[config.mk]
export PLATFORM = sky130hd
export DESIGN_NAME = rf_port_arbiter
export DESIGN_NICKNAME = d
export VERILOG_FILES = /design/src/rtl/rf_arb_pkg.sv /design/src/rtl/rr_arbiter.sv /design/src/rtl/rf_port_arbiter.sv
export SDC_FILE = /design/constraint.sdc
export NUM_CORES = 1
export LEC_CHECK = 0
export BUFFER_PORTS_ARGS = -buffer_cell sky130_fd_sc_hd__buf_2
export CORE_AREA = 5 5 107 109
export CTS_CLUSTER_SIZE = 28
export DETAILED_ROUTE_END_ITERATION = 12
export DIE_AREA = 0 0 112 114
export PLACE_DENSITY = 0.54
export SLEW_MARGIN = 10
export SYNTH_ARGS = -nofsm -noshare
export SYNTH_HDL_FRONTEND = slang
export SYNTH_SLANG_ARGS = --single-unit
[constraint.sdc]
create_clock -name clk -period 3.4 [get_ports clk]
set_input_delay 0.34 -clock clk [delete_from_list [all_inputs] [get_ports clk]]
set_output_delay 0.34 -clock clk [all_outputs]
set_load 0.02 [all_outputs]
[src/rtl/rf_arb_pkg.sv]
// Shared widths and round-robin index helper for the register-file port arbiter.
package rf_arb_pkg;

  localparam int RF_ADDR_W = 5;
  localparam int RF_DATA_W = 32;

  // Index that follows idx in a ring of n requesters.
  function automatic int unsigned rr_next(input int unsigned idx, input int unsigned n);
    return (idx + 32'd1 < n) ? idx + 32'd1 : 32'd0;
  endfunction

endpackage

[src/rtl/rr_arbiter.sv]
// Round-robin pick: first requester at or after i_ptr (wrapping) wins.
module rr_arbiter #(
  parameter int N     = 2,
  parameter int IDX_W = 1
) (
  input  logic [N-1:0]     i_req,
  input  logic [IDX_W-1:0] i_ptr,
  output logic [N-1:0]     o_grant,
  output logic [IDX_W-1:0] o_idx,
  output logic             o_valid
);

  localparam int NP = 1 << IDX_W;

  logic [NP-1:0]    w_req_ext;
  logic [IDX_W-1:0] w_cand [N];

  assign w_req_ext = NP'(i_req);

  // Candidate k is the k-th requester visited when starting at the pointer.
  generate
    for (genvar gi = 0; gi < N; gi++) begin : g_cand
      assign w_cand[gi] = IDX_W'((int'(i_ptr) + gi) % N);
    end
  endgenerate

  always_comb begin
    o_idx   = '0;
    o_valid = 1'b0;
    for (int k = 0; k < N; k++) begin
      if (!o_valid && w_req_ext[w_cand[k]]) begin
        o_idx   = w_cand[k];
        o_valid = 1'b1;
      end
    end
  end

  generate
    for (genvar gi = 0; gi < N; gi++) begin : g_grant
      assign o_grant[gi] = o_valid && (o_idx == IDX_W'(gi));
    end
  endgenerate

endmodule

[src/rtl/rf_port_arbiter.sv]
// Shares one register-file port among NUM_REQ requesters: round-robin grant,
// bounded atomic lock, r0 write protection and a one-cycle tagged read response.
module rf_port_arbiter
  import rf_arb_pkg::*;
#(
  parameter int NUM_REQ      = 2,
  parameter int ID_W         = 3,
  parameter int LOCK_MAX     = 8,
  parameter int ZERO_PROTECT = 1
) (
  input  logic                         clk,
  input  logic                         rst_n,
  input  logic [NUM_REQ-1:0]           req_valid,
  input  logic [NUM_REQ-1:0]           req_lock,
  input  logic [NUM_REQ-1:0]           req_we,
  input  logic [RF_ADDR_W*NUM_REQ-1:0] req_a1,
  input  logic [RF_ADDR_W*NUM_REQ-1:0] req_a2,
  input  logic [RF_ADDR_W*NUM_REQ-1:0] req_a3,
  input  logic [RF_DATA_W*NUM_REQ-1:0] req_wd,
  output logic [NUM_REQ-1:0]           req_ready,
  output logic [RF_ADDR_W-1:0]         rf_a1,
  output logic [RF_ADDR_W-1:0]         rf_a2,
  output logic [RF_ADDR_W-1:0]         rf_a3,
  output logic [RF_DATA_W-1:0]         rf_wd3,
  output logic                         rf_we3,
  input  logic [RF_DATA_W-1:0]         rf_rd1,
  input  logic [RF_DATA_W-1:0]         rf_rd2,
  output logic                         rsp_valid,
  output logic [ID_W-1:0]              rsp_id,
  output logic [RF_DATA_W-1:0]         rsp_rd1,
  output logic [RF_DATA_W-1:0]         rsp_rd2,
  output logic                         wr_zero_drop
);

  localparam int NP    = 1 << ID_W;
  localparam int CNT_W = $clog2(LOCK_MAX + 1);
  localparam bit ZP    = (ZERO_PROTECT != 0);

  logic [ID_W-1:0]      r_rr_ptr;
  logic [ID_W-1:0]      r_owner;
  logic [ID_W-1:0]      r_rsp_id;
  logic                 r_lock_held;
  logic                 r_rsp_valid;
  logic                 r_zero_drop;
  logic [CNT_W-1:0]     r_lock_cnt;

  logic [NUM_REQ-1:0]   w_req_eff;
  logic [NUM_REQ-1:0]   w_rr_grant;
  logic [NP-1:0]        w_valid_ext;
  logic [ID_W-1:0]      w_rr_idx;
  logic [ID_W-1:0]      w_grant_idx;
  logic                 w_rr_valid;
  logic                 w_owner_valid;
  logic                 w_grant_any;
  logic [RF_ADDR_W-1:0] w_a1, w_a2, w_a3;
  logic [RF_DATA_W-1:0] w_wd;
  logic                 w_we;
  logic                 w_lock;
  logic                 w_zero_hit;
  logic                 w_retain;
  logic [CNT_W:0]       w_cnt_new;

  // Requests are masked while reset is asserted so nothing is granted during it.
  assign w_req_eff     = req_valid & {NUM_REQ{rst_n}};
  assign w_valid_ext   = NP'(w_req_eff);
  assign w_owner_valid = r_lock_held & w_valid_ext[r_owner];

  rr_arbiter #(
    .N     (NUM_REQ),
    .IDX_W (ID_W)
  ) u_rr (
    .i_req   (w_req_eff),
    .i_ptr   (r_rr_ptr),
    .o_grant (w_rr_grant),
    .o_idx   (w_rr_idx),
    .o_valid (w_rr_valid)
  );

  generate
    for (genvar gi = 0; gi < NUM_REQ; gi++) begin : g_ready
      assign req_ready[gi] = w_owner_valid ? (r_owner == ID_W'(gi)) : w_rr_grant[gi];
    end
  endgenerate

  assign w_grant_any = w_owner_valid | w_rr_valid;
  assign w_grant_idx = w_owner_valid ? r_owner : w_rr_idx;

  // One-hot OR mux: all fields read as zero when nobody is granted.
  always_comb begin
    w_a1   = '0;
    w_a2   = '0;
    w_a3   = '0;
    w_wd   = '0;
    w_we   = 1'b0;
    w_lock = 1'b0;
    for (int i = 0; i < NUM_REQ; i++) begin
      if (req_ready[i]) begin
        w_a1   = req_a1[RF_ADDR_W*i +: RF_ADDR_W];
        w_a2   = req_a2[RF_ADDR_W*i +: RF_ADDR_W];
        w_a3   = req_a3[RF_ADDR_W*i +: RF_ADDR_W];
        w_wd   = req_wd[RF_DATA_W*i +: RF_DATA_W];
        w_we   = req_we[i];
        w_lock = req_lock[i];
      end
    end
  end

  assign w_zero_hit = ZP & w_we & (w_a3 == '0);
  assign rf_a1      = w_a1;
  assign rf_a2      = w_a2;
  assign rf_a3      = w_a3;
  assign rf_wd3     = w_wd;
  assign rf_we3     = w_we & ~w_zero_hit;

  // The grant that brings the count to LOCK_MAX is the owner's last one.
  assign w_cnt_new = (w_owner_valid ? {1'b0, r_lock_cnt} : '0) + (CNT_W+1)'(1);
  assign w_retain  = w_grant_any & w_lock & (w_cnt_new < (CNT_W+1)'(LOCK_MAX));

  always_ff @(posedge clk or negedge rst_n) begin
    if (!rst_n) begin
      r_rr_ptr    <= '0;
      r_owner     <= '0;
      r_rsp_id    <= '0;
      r_lock_held <= 1'b0;
      r_rsp_valid <= 1'b0;
      r_zero_drop <= 1'b0;
      r_lock_cnt  <= '0;
    end else begin
      r_rsp_valid <= w_grant_any;
      r_zero_drop <= w_zero_hit;
      if (w_grant_any) r_rsp_id <= w_grant_idx;
      r_lock_held <= w_retain;
      if (w_retain) begin
        r_owner    <= w_grant_idx;
        r_lock_cnt <= w_cnt_new[CNT_W-1:0];
      end else begin
        r_lock_cnt <= '0;
        if (w_grant_any) r_rr_ptr <= ID_W'(rr_next(32'(w_grant_idx), NUM_REQ));
      end
    end
  end

  assign rsp_valid    = r_rsp_valid;
  assign rsp_id       = r_rsp_id;
  assign rsp_rd1      = rf_rd1;
  assign rsp_rd2      = rf_rd2;
  assign wr_zero_drop = r_zero_drop;

endmodule

==> impl_metrics.xml <==
<?xml version="1.0" encoding="UTF-8"?>
<metrics>
  <group name="sta">
    <metric name="final-setup-viol-count" unit="">0</metric>
    <metric name="tightest_slew" unit="ns">0.548</metric>
    <metric name="max_slew_margin" unit="%">63.4</metric>
    <metric name="fmax" unit="GHz">0.396</metric>
    <metric name="fin_crit" unit="ns">2.52</metric>
    <metric name="report.final.hold_viol_count" unit="">0</metric>
    <metric name="slew_viol_final" unit="">0</metric>
    <metric name="clock_skew" unit="ns">0.00754</metric>
    <metric name="rsz0062_at_grt" unit="">no</metric>
    <metric name="setup_total_negative_slack" unit="ns">0</metric>
    <metric name="final_min_period_over_clock_period" unit="%">74.3</metric>
  </group>
  <group name="logic_synthesis">
    <metric name="synthDominantCellAreaShare" unit="%">23.6</metric>
    <metric name="async_reset_ff_share" unit="%">100</metric>
    <metric name="yosysUniqueCellTypes" unit="">42</metric>
    <metric name="synthesis.yosys.warnings" unit="">0</metric>
    <metric name="synth_area_per_cell" unit="µm²">6.89</metric>
    <metric name="yosys_register_bits" unit="">14</metric>
    <metric name="synth_area_leader_cell" unit="">buf_4</metric>
    <metric name="synth_top_flop_cell" unit="">dfrtp_1</metric>
    <metric name="synth_enable_flop_cells" unit="">0</metric>
    <metric name="ys_top_cells_by_area" unit="">buf_4, dfrtp_1, o21ai_0</metric>
    <metric name="ys_seq_area_share" unit="%">17.2</metric>
    <metric name="syn-instance-count" unit="">295</metric>
    <metric name="syn-cell-area" unit="µm²">2030</metric>
  </group>
  <group name="power_and_ir_drop">
    <metric name="p_leak" unit="nW">1.30</metric>
    <metric name="p_per_area" unit="nW/µm²">287</metric>
    <metric name="max-vdd-ir-drop" unit="V">0.0000806</metric>
  </group>
  <group name="critical_path">
    <metric name="crit_path_kind" unit="">register to primary output</metric>
    <metric name="reg2reg_slack" unit="ns">0.90</metric>
    <metric name="crit_path_start" unit="">r_owner[2]</metric>
    <metric name="critical_path.slowest_cell" unit="">dfrtp_1</metric>
    <metric name="ff_to_ff_path_depth" unit="">8</metric>
    <metric name="cpLargestDelayFamily" unit="">simple AND/OR/NAND/NOR gates</metric>
    <metric name="cp.buffers_inverters" unit="">2</metric>
    <metric name="cp-endpoint" unit="">rf_we3</metric>
    <metric name="r2r_end" unit="">r_rr_ptr[0]</metric>
    <metric name="crit_required" unit="ns">3.06</metric>
    <metric name="crit_path_cell_trace" unit="">nand4bb_4 -&gt; o2111a_2 -&gt; nor2_8 -&gt; inv_4 -&gt; mux2i_1 -&gt; buf_2</metric>
    <metric name="critPathMaxFanout" unit="">48</metric>
    <metric name="critical_path.max_stage_delay" unit="ns">0.40</metric>
    <metric name="worstPathArrival" unit="ns">2.18</metric>
    <metric name="crit_path_start_kind" unit="">register</metric>
    <metric name="r2r-start" unit="">r_owner[2]</metric>
    <metric name="crit_cells" unit="">6</metric>
    <metric name="crit_end_element" unit="">primary output</metric>
  </group>
  <group name="outcome">
    <metric name="outcome" unit="">completed</metric>
  </group>
  <group name="grt">
    <metric name="grt_first_pass_wirelength" unit="mm">11.1</metric>
    <metric name="grt.busiest_layer" unit="">met2</metric>
    <metric name="grt_max_degree" unit="">49</metric>
    <metric name="gr-usage-met3" unit="%">3.13</metric>
    <metric name="global_route.usage.met1" unit="%">11.9</metric>
    <metric name="global_route.usage.total" unit="%">10.4</metric>
    <metric name="number_of_global_route_vias_before_repair" unit="">2262</metric>
    <metric name="gr-total-overflow" unit="">0</metric>
    <metric name="groute.layer.met2.usage" unit="%">17.8</metric>
    <metric name="grt_antenna_before_repair" unit="">0</metric>
  </group>
  <group name="detailed_routing">
    <metric name="firstDrtPassIters" unit="">4</metric>
    <metric name="drtAntennaViolNets" unit="">0</metric>
    <metric name="vias_per_cell" unit="">4.53</metric>
    <metric name="number_of_drc_markers_after_the_initial_detailed_route_iteration" unit="">93</metric>
    <metric name="drt_wirelength" unit="mm">7.37</metric>
    <metric name="drc" unit="">0</metric>
    <metric name="vias" unit="">2342</metric>
    <metric name="routed_wire_length_per_instance" unit="µm">14.3</metric>
  </group>
  <group name="clock_network">
    <metric name="h_tree_lvl_count" unit="">1</metric>
    <metric name="post-cts-setup-buffer-count" unit="">0</metric>
    <metric name="cts_made_buffers" unit="">3</metric>
    <metric name="cts_hold_buffers_added" unit="">0</metric>
    <metric name="maximum_clock_path_buffer_count" unit="">2</metric>
    <metric name="numClockSinks" unit="">14</metric>
    <metric name="worst_setup_hold_path_clk_slew" unit="ns">0.06</metric>
    <metric name="clock-root-buffer" unit="">clkbuf_8</metric>
    <metric name="post_cts.resized_instances" unit="">0</metric>
    <metric name="tritoncts" unit="">built</metric>
    <metric name="clkLatencyLatePin" unit="ns">0.25</metric>
  </group>
  <group name="final_layout">
    <metric name="finish.net_count" unit="">546</metric>
    <metric name="area_growth_syn_to_layout" unit="%">23.3</metric>
    <metric name="post-route-cell-area" unit="µm²">2510</metric>
    <metric name="post_route_cells_drive_above_1_share" unit="%">46.2</metric>
    <metric name="layout_commonest_cell" unit="">buf_2</metric>
    <metric name="n_antenna_cell" unit="">0</metric>
    <metric name="final_cell_mix" unit="">buf_2, o21ai_0, nand2_1</metric>
    <metric name="fill_cells" unit="">1173</metric>
  </group>
  <group name="floorplan">
    <metric name="std_cell_rows" unit="">38</metric>
    <metric name="design.core.area" unit="µm²">10500</metric>
    <metric name="die_y" unit="µm">114</metric>
    <metric name="fp.dieArea" unit="µm²">12800</metric>
    <metric name="ioPinCount" unit="">285</metric>
    <metric name="initial_utilization" unit="%">19.3</metric>
    <metric name="die_x" unit="µm">112</metric>
  </group>
  <group name="placement">
    <metric name="finalWeightedCongestion" unit="">0.799</metric>
    <metric name="dp_hpwl" unit="mm">5.90</metric>
    <metric name="placement.io_buffers" unit="">156</metric>
    <metric name="dpl_cell_area" unit="µm²">2450</metric>
  </group>
  <group name="hold_path">
    <metric name="timing.hold.worst.class" unit="">input port to async pin</metric>
  </group>
  <group name="job">
    <metric name="maxCapViolCount" unit="">0</metric>
  </group>
</metrics>
==> cell families after synthesis <==
group / count (synthesis) / share of synthesized area [%]
other cells: 1 / 0.185
fa+ha+maj: 2 / 1.23
flops: 14 / 17.2
simple gates: 76 / 18.7
compound gates: 103 / 28.6
xor+xnor: 1 / 0.431
buf+inv: 91 / 29.9
mux: 7 / 3.76
==> metal layers <==
metal | wire [µm] | part of all wire, %
met2 | 3560 | 48
met4 | 223 | 3.0
met3 | 765 | 10
met1 | 2820 | 38
met5 | 0 | 0
==> worst min-delay path by stage <==
stage                          endpoint  startpoint  slack (ns)
final                       r_rr_ptr[0]       rst_n        0.01
after global routing        r_rr_ptr[0]       rst_n        0.04
after CTS                   r_rr_ptr[0]       rst_n        0.02
after detailed placement      rsp_id[2]       rst_n        0.28
after global placement        rsp_id[2]       rst_n        0.29
after floorplan           r_lock_cnt[0]       rst_n        0.04
==> sequential cells by signal (all words and copies together) (netlist names) <==
register      count
r_owner           3
rsp_valid         1
wr_zero_drop      1
r_lock_cnt        4
r_lock_held       1
rsp_id            3
r_rr_ptr          1
==> final cells by class <==
cell class | count | area [µm²] | area share (%)
clock buffer | 4 | 55.1 | 2.20
inverter | 8 | 32.5 | 1.30
multi-input combinational | 191 | 1080 | 43.2
sequential | 14 | 350 | 14.0
tap | 140 | 175 | 6.99
timing repair buffer | 160 | 811 | 32.4
==> worst register-to-register path, cell delays in order (launching register included) <==
cell       delay (ns)
dfrtp_1          0.40
nand4bb_4        0.27
o2111a_2         0.33
nor2_8           0.21
inv_1            0.07
ha_1             0.27
or3_1            0.37
a2111o_1         0.38
o311ai_0         0.10
==> synthesized netlist by cell type (2+ instances only) <==
cell type / n
and2_1: 2
and3_1: 2
buf_4: 64
buf_6: 3
clkbuf_1: 15
dfrtp_1: 14
ha_1: 2
inv_1: 6
mux2i_1: 5
nand2_1: 52
nand2b_1: 3
nand3_1: 3
nor2_1: 2
nor3_1: 3
nor3b_1: 2
o2111ai_1: 2
o21a_1: 2
o21ai_0: 70
o21ai_1: 19
or4_1: 2
==> stage by stage <==
step           hold slack, ns  utilization, %  power, mW  cells  setup WS, ns
2_1_floorplan          0.0444               -      0.523    296          1.09
3_3_place_gp            0.291            23.3      0.560    513         0.712
3_5_place_dp            0.283            23.3      0.565    513         0.675
4_1_cts                0.0185            23.9      0.728    517         0.851
5_1_grt                0.0427            23.9      0.769    517         0.698
6_report               0.0135            23.9      0.720    517         0.875
==> power by group <==
part	total [mW]	internal [mW]	switching (mW)
sequential	0.188	0.179	0.00963
clock	0.161	0.103	0.0582
combinational	0.371	0.139	0.232
(Power assumes the default switching activity.)
